**src/rtl/sr_drive_ctrl.sv**
```systemverilog
// Set/clear command sequencer for a gated SR flop: drives S or R for a fixed
// hold time, verifies Q feedback, and keeps saturating event counters.
module sr_drive_ctrl #(
  parameter int HOLD_CYCLES  = 2,
  parameter int CNT_W        = 4,
  parameter int PRIORITY_CLR = 1
) (
  input  logic             clk,
  input  logic             rst,
  input  logic             set_req,
  input  logic             clr_req,
  input  logic             q_fb,
  output logic             s_out,
  output logic             r_out,
  output logic             busy,
  output logic             ack,
  output logic             err,
  output logic [CNT_W-1:0] set_cnt,
  output logic [CNT_W-1:0] clr_cnt,
  output logic [CNT_W-1:0] conflict_cnt
);

  typedef enum logic [1:0] {IDLE, DRIVE_S, DRIVE_R, CHECK} state_e;

  localparam logic [3:0] HOLD_LD = 4'(HOLD_CYCLES - 1);

  state_e           state_q, state_d;
  logic [3:0]       hcnt_q, hcnt_d;
  logic             s_out_q, s_out_d;
  logic             r_out_q, r_out_d;
  logic             busy_q, busy_d;
  logic             ack_q, ack_d;
  logic             err_q, err_d;
  logic [CNT_W-1:0] set_cnt_q, set_cnt_d;
  logic [CNT_W-1:0] clr_cnt_q, clr_cnt_d;
  logic [CNT_W-1:0] conflict_cnt_q, conflict_cnt_d;
  logic             expected;

  function automatic logic [CNT_W-1:0] sat_inc(input logic [CNT_W-1:0] v);
    return (&v) ? v : v + 1'b1;
  endfunction

  always_comb begin
    // NOTE: every signal gets a default first so no path leaves it unassigned,
    // which would otherwise infer a latch.
    state_d        = state_q;
    hcnt_d         = hcnt_q;
    ack_d          = 1'b0;
    err_d          = err_q;
    set_cnt_d      = set_cnt_q;
    clr_cnt_d      = clr_cnt_q;
    conflict_cnt_d = conflict_cnt_q;
    expected       = (state_q == DRIVE_S);

    unique case (state_q)
      IDLE: begin
        if (set_req && clr_req) begin
          state_d        = (PRIORITY_CLR != 0) ? DRIVE_R : DRIVE_S;
          hcnt_d         = HOLD_LD;
          conflict_cnt_d = sat_inc(conflict_cnt_q);
        end else if (set_req) begin
          state_d = DRIVE_S;
          hcnt_d  = HOLD_LD;
        end else if (clr_req) begin
          state_d = DRIVE_R;
          hcnt_d  = HOLD_LD;
        end
      end
      DRIVE_S, DRIVE_R: begin
        if (hcnt_q == 4'd0) begin
          // Q feedback is judged on the last drive edge so that ack can be
          // registered and still appear during the CHECK cycle.
          state_d = CHECK;
          if (q_fb == expected) begin
            ack_d = 1'b1;
            if (expected) set_cnt_d = sat_inc(set_cnt_q);
            else          clr_cnt_d = sat_inc(clr_cnt_q);
          end else begin
            err_d = 1'b1;
          end
        end else begin
          hcnt_d = hcnt_q - 4'd1;
        end
      end
      CHECK:   state_d = IDLE;
      default: state_d = IDLE;
    endcase

    // Output flops follow the next state, so S/R are mutually exclusive by construction.
    s_out_d = (state_d == DRIVE_S);
    r_out_d = (state_d == DRIVE_R);
    busy_d  = (state_d != IDLE);
  end

  // NOTE: sequential state uses non-blocking assignments so all flops update
  // together from pre-edge values.
  always_ff @(posedge clk) begin
    if (rst) begin
      state_q        <= IDLE;
      hcnt_q         <= '0;
      s_out_q        <= 1'b0;
      r_out_q        <= 1'b0;
      busy_q         <= 1'b0;
      ack_q          <= 1'b0;
      err_q          <= 1'b0;
      set_cnt_q      <= '0;
      clr_cnt_q      <= '0;
      conflict_cnt_q <= '0;
    end else begin
      state_q        <= state_d;
      hcnt_q         <= hcnt_d;
      s_out_q        <= s_out_d;
      r_out_q        <= r_out_d;
      busy_q         <= busy_d;
      ack_q          <= ack_d;
      err_q          <= err_d;
      set_cnt_q      <= set_cnt_d;
      clr_cnt_q      <= clr_cnt_d;
      conflict_cnt_q <= conflict_cnt_d;
    end
  end

  assign s_out        = s_out_q;
  assign r_out        = r_out_q;
  assign busy         = busy_q;
  assign ack          = ack_q;
  assign err          = err_q;
  assign set_cnt      = set_cnt_q;
  assign clr_cnt      = clr_cnt_q;
  assign conflict_cnt = conflict_cnt_q;

endmodule

```
**config.mk**
```make
export PLATFORM = sky130hd
export DESIGN_NAME = sr_drive_ctrl
export DESIGN_NICKNAME = d
export VERILOG_FILES = /design/src/rtl/sr_drive_ctrl.sv
export SDC_FILE = /design/constraint.sdc
export NUM_CORES = 1
export LEC_CHECK = 0
export BUFFER_PORTS_ARGS = -buffer_cell sky130_fd_sc_hd__buf_2
export CAP_MARGIN = 20
export CORE_UTILIZATION = 35
export CTS_CLUSTER_DIAMETER = 100
export DETAILED_ROUTE_END_ITERATION = 6
export PLACE_DENSITY_LB_ADDON = 0.3
export SLEW_MARGIN = 15
export SYNTH_ARGS = -nofsm -noshare
export SYNTH_HDL_FRONTEND = slang
export SYNTH_SLANG_ARGS = --single-unit
```
**constraint.sdc**
```tcl
create_clock -name clk -period 2.2 [get_ports clk]
set_clock_uncertainty 0.05 [all_clocks]
set_input_delay 0.11 -clock clk [delete_from_list [all_inputs] [get_ports clk]]
set_output_delay 0.11 -clock clk [all_outputs]
set_load 0.03 [all_outputs]
```
## Word-level counts from Yosys, hierarchy flattened

Index checks and enable logic that the tools add are counted.
Widths: inputs -> output; s select.

| storage, ports and cells | value |
|---|---|
| logic and storage cells | 55 |
| output and inout port bits | 17 |
| register bits | 23 |
| input bits | 5 |

| cells by class | value |
|---|---|
| reduce and logical (&&, ||, !) cells | 15 |
| muxes and demuxes | 11 |
| eq/ne operators | 8 |
| bitwise gates (word level) | 7 |
| add/sub/neg operators | 4 |

Operator list:

| cell | number |
|---|---|
| $mux 4 | 4 |
| $add 4x1->4 const B | 3 |
| $reduce_and 4->1 | 3 |
| $reduce_and 5->1 | 2 |
| $reduce_and 3->1 | 3 |
| $mux 2 | 4 |
| $pmux 4 s2 | 1 |
| $not 1->1 | 7 |
| $eq 2x2->1 const B | 3 |
| $pmux 2 s3 | 1 |
| $eq 2x1->1 const B | 2 |
| $logic_not 4->1 | 1 |
| $ne 4x4->1 const B | 1 |
| $reduce_bool 2->1 | 2 |
| $sub 4x1->4 const B | 1 |
| $reduce_or 3->1 | 1 |
| $logic_not 2->1 | 1 |
| $ne 2x2->1 const B | 1 |
| $reduce_or 2->1 | 1 |
| $eq 1x1->1 | 1 |
| $logic_and 1x1->1 | 1 |
| $mux 1 | 1 |

## Longest topological paths before layout

| depth | value |
|---|---|
| depth after elaboration | 5 |
| gate-level depth with buffers | 7 |
| gate-level depth less buffers | 6 |

## Worst setup path after synthesis

No wires, ideal clock.

| timing path | value |
|---|---|
| kind | register to register |
| from | register state_q[0] |
| to | register set_cnt_q[3], in the netlist set_cnt[3] |
| stages on the path, launching flop included | 8 |
| slack | 0.361 ns |
| buffers on the path | 1 |
| data arrival time | 1.719 ns |
| data required time | 2.079 ns |
| cells stage by stage | dfxtp_1 inv_1 ha_1 and4bb_2 clkbuf_4 nand4_4 or3_1 a21oi_1 |

| between the ends | value |
|---|---|
| longest elaborated chain between the ends | 3 |
| elaborated cells on any way between the ends | 5 |

RTL lines:

| item | line | RTL |
|---|---|---|
| from (decl) | 27 | `state_e state_q, state_d;` |
| from (signal assigned) | 110 | `state_q <= state_d;` |
| $eq 2x1->1 or $eq 2x2->1 (tied branches) | 53, 55 |  |
| $eq 1x1->1 or $reduce_or 2->1 (tied branches) | 74, 55 |  |
| $reduce_and 5->1 (no line) (*) | - |  |
| to (signal assigned) | 117 | `set_cnt_q <= set_cnt_d;` |
| to (decl) | 34 | `logic [CNT_W-1:0] set_cnt_q, set_cnt_d;` |

Mark *: on every way between the ends. The rest lies on a longest branch, timed or not.
A chain may end at the register's enable or synchronous reset.

## Worst setup path in the final report

Same ends and word-level chain as after synthesis.

==> results.yml <==
status:
  outcome: "finished clean"
cts:
  numCtsBuffers: 3
  htreeDepth: 1
  cts_setup_buffers: 0
  tritoncts: "built"
  clkTransAtPathRegs_ns: 0.12
  cts_sinks: 23
  clk_path_buf_depth: 2
  clk_latency_ns: 0.30
  ctsHoldBuffers: 0
  cts-root-buf: "clkbuf_4"
  cts_resized: 0
place:
  port_buffers: 21
  dpl.hpwl_um: 1500
  place.gp.congestion: 0.805
run:
  maxCapViolCount: 0
worst_setup_path:
  path_delay_family: "simple AND/OR/NAND/NOR gates"
  cp.arrival_ns: 2.18
  cpMaxStageDelayCell: "dfxtp_1"
  cp_max_fo: 8
  cp_cell_sequence: "inv_1, ha_1, and4bb_2, nand4_4, or3_1, a21oi_1"
  end_kind: "register"
  start_kind: "register"
  cp_num_buf_inv: 1
  critical-path-max-stage-delay_ns: 0.39
  cp_data_required_time_ns: 2.39
  path_class: "reg -> reg"
route:
  wl_per_cell_um: 11.6
  vias: 885
  firstDrtPassIters: 4
  ant_nets: 0
  drc: 0
  drt_wl_total_um: 2000
  avgViaCountPerCell: 5.15
  drtIter0Drc: 9
floorplanning:
  fp.dieH_um: 57.9
  coreArea_um2: 2850
  std_cell_rows: 19
  io_pins: 22
  dieArea_um2: 3350
  fp.dieW_um: 57.9
  start_util: 0.383
timing:
  maxSlewHeadroom: 0.648
  whs_ns: 0.138
  final_hold_viol_count: 0
  slew_violations: 0
  min_period_ns: 1.98
  finalCritPeriodShare: 0.901
  finalSetupViolations: 0
  rsz0062_at_grt: "false"
  tns_ns: 0
  worst_pin_slew_ns: 0.527
  fmax_mhz: 504
pwr:
  p_switching_uw: 618
  swShare: 0.419
  peakVddDrop_mv: 0.504
  leakage_nw: 0.540
  p_comb_frac: 0.483
  seqPwrFrac: 0.389
  clock_power_share: 0.129
  p_int_uw: 857
  cellPowerDensity_nw_per_um2: 1190
synthesis:
  yosysUniqueCellTypes: 32
  synthFlopType: "dfxtp_1"
  synth_area_leaders: "dfxtp_1 42%, ha_1 8.0%, nor2_1 6.2%"
  ys_async_sr_fraction: 0
  synth_seq_cells: 23
  synth_area_per_cell_um2: 9.10
  yosys_warnings: 0
  synth_most_common_cell: "dfxtp_1"
  ys_seq_area_frac: 0.422
  syn_inst: 120
  yosys-top-cells-count: "23 x dfxtp_1, 18 x nor2_1, 8 x inv_1, 7 x a21oi_1, 7 x ha_1"
  synth_fp_nets: 132
  synth_top_area_share: 0.422
  synth-edff-count: 0
  syn_area_um2: 1090
  yosysTopAreaCell: "dfxtp_1"
global_route:
  grt_max_degree: 24
  antenna_found_initial: 0
  grt_pass1_vias: 842
  grt-ovfl-total: 0
  grtUsageTotal: 0.134
  grt_pass1_wl_um: 3480
final_layout:
  syn2layout_area_growth_pct: 13.7
  num_antenna_cells: 0
  post_route_cells_drive_above_1_share: 0.213
  multi_input_area_um2: 582
  fillers: 294
  ff_latch_area_um2: 460
  nets: 154
min_path:
  hp-class: "in -> reg"
routing by layer:
metal / track usage / part of all wire / up-vias
li1: - / - / 463
met4: 0.0714 / 0.0090 / 0
met1: 0.166 / 0.47 / 412
met5: 0 / 0 / -
met3: 0.0201 / 0.023 / 2
met2: 0.223 / 0.49 / 8
final cells by class:
type,count,area share
inverters,8,0.0242
repair buffers,21,0.0846
multi-input cells,85,0.468
clock buffers,4,0.0211
well taps,31,0.0312
flip-flops and latches,23,0.371
metrics by stage:
stage          instances  setup WS, ns   util  area (um2)  total power [mW]
3_5_place_dp         168         0.256  0.426        1220              1.29
3_3_place_gp         168         0.314  0.426        1220              1.28
4_1_cts              172         0.231  0.436        1240              1.49
6_report             172         0.217  0.436        1240              1.47
2_1_floorplan        120         0.361      -        1090              1.16
5_1_grt              172        0.0781  0.436        1240              1.59
registers in the layout, indices dropped and copies added (netlist names):
signal and count:
busy 1, s_out 1, r_out 1, set_cnt 4, clr_cnt 4, conflict_cnt 4
err 1, ack 1, state_q 2, hcnt_q 4
final timing paths:
check                                       startpoint                       to  slack, ns  depth (start not counted)
worst min register to register  hcnt_q[0]$_SDFFE_PP0P_   hcnt_q[0]$_SDFFE_PP0P_       0.44                          2
worst max register to register   state_q[0]$_SDFF_PP0_  set_cnt[3]$_SDFFE_PP0P_       0.22                          6
worst min-delay path                              q_fb  set_cnt[0]$_SDFFE_PP0P_       0.14                          4
worst max-delay path             state_q[0]$_SDFF_PP0_  set_cnt[3]$_SDFFE_PP0P_       0.22                          6
worst register-to-register path, delay by kind of cell, from the launching register on:
kind / cells / cell delay [ns]
buffers and inverters: 1 / 0.06
flip-flops: 1 / 0.39
adder cells (fa/ha/maj): 1 / 0.39
AND/OR/NAND/NOR: 3 / 0.90
AO/OA/AOI/OAI: 1 / 0.14
cell usage in the layout (no fill, tap or decap), types with 4 or more instances in the layout:
cell	instances
dfxtp_1	23
buf_2	21
nor2_1	18
inv_1	8
a21oi_1	7
ha_1	7
o21ai_0	6
nor3b_1	4
xnor2_1	4
nand3_1	4
power by group through the flow:
stage / combinational [mW] / sequential, mW / clock, mW
CTS: 0.716 / 0.573 / 0.199
detailed placement: 0.711 / 0.583 / 0
floorplan: 0.479 / 0.677 / 0
finish: 0.711 / 0.573 / 0.190
global route: 0.783 / 0.586 / 0.220
global placement: 0.702 / 0.581 / 0
cell families after synthesis:
group,count (synthesis),synth area share
DFF,23,0.422
and+or+nand+nor,47,0.251
xor gates and xnor gates,7,0.0561
muxes,4,0.0378
AOI/OAI and AO/OA,20,0.108
buffers and inverters,12,0.0458
adders and majority gates,7,0.0802
Power figures use the tool's default switching activity.
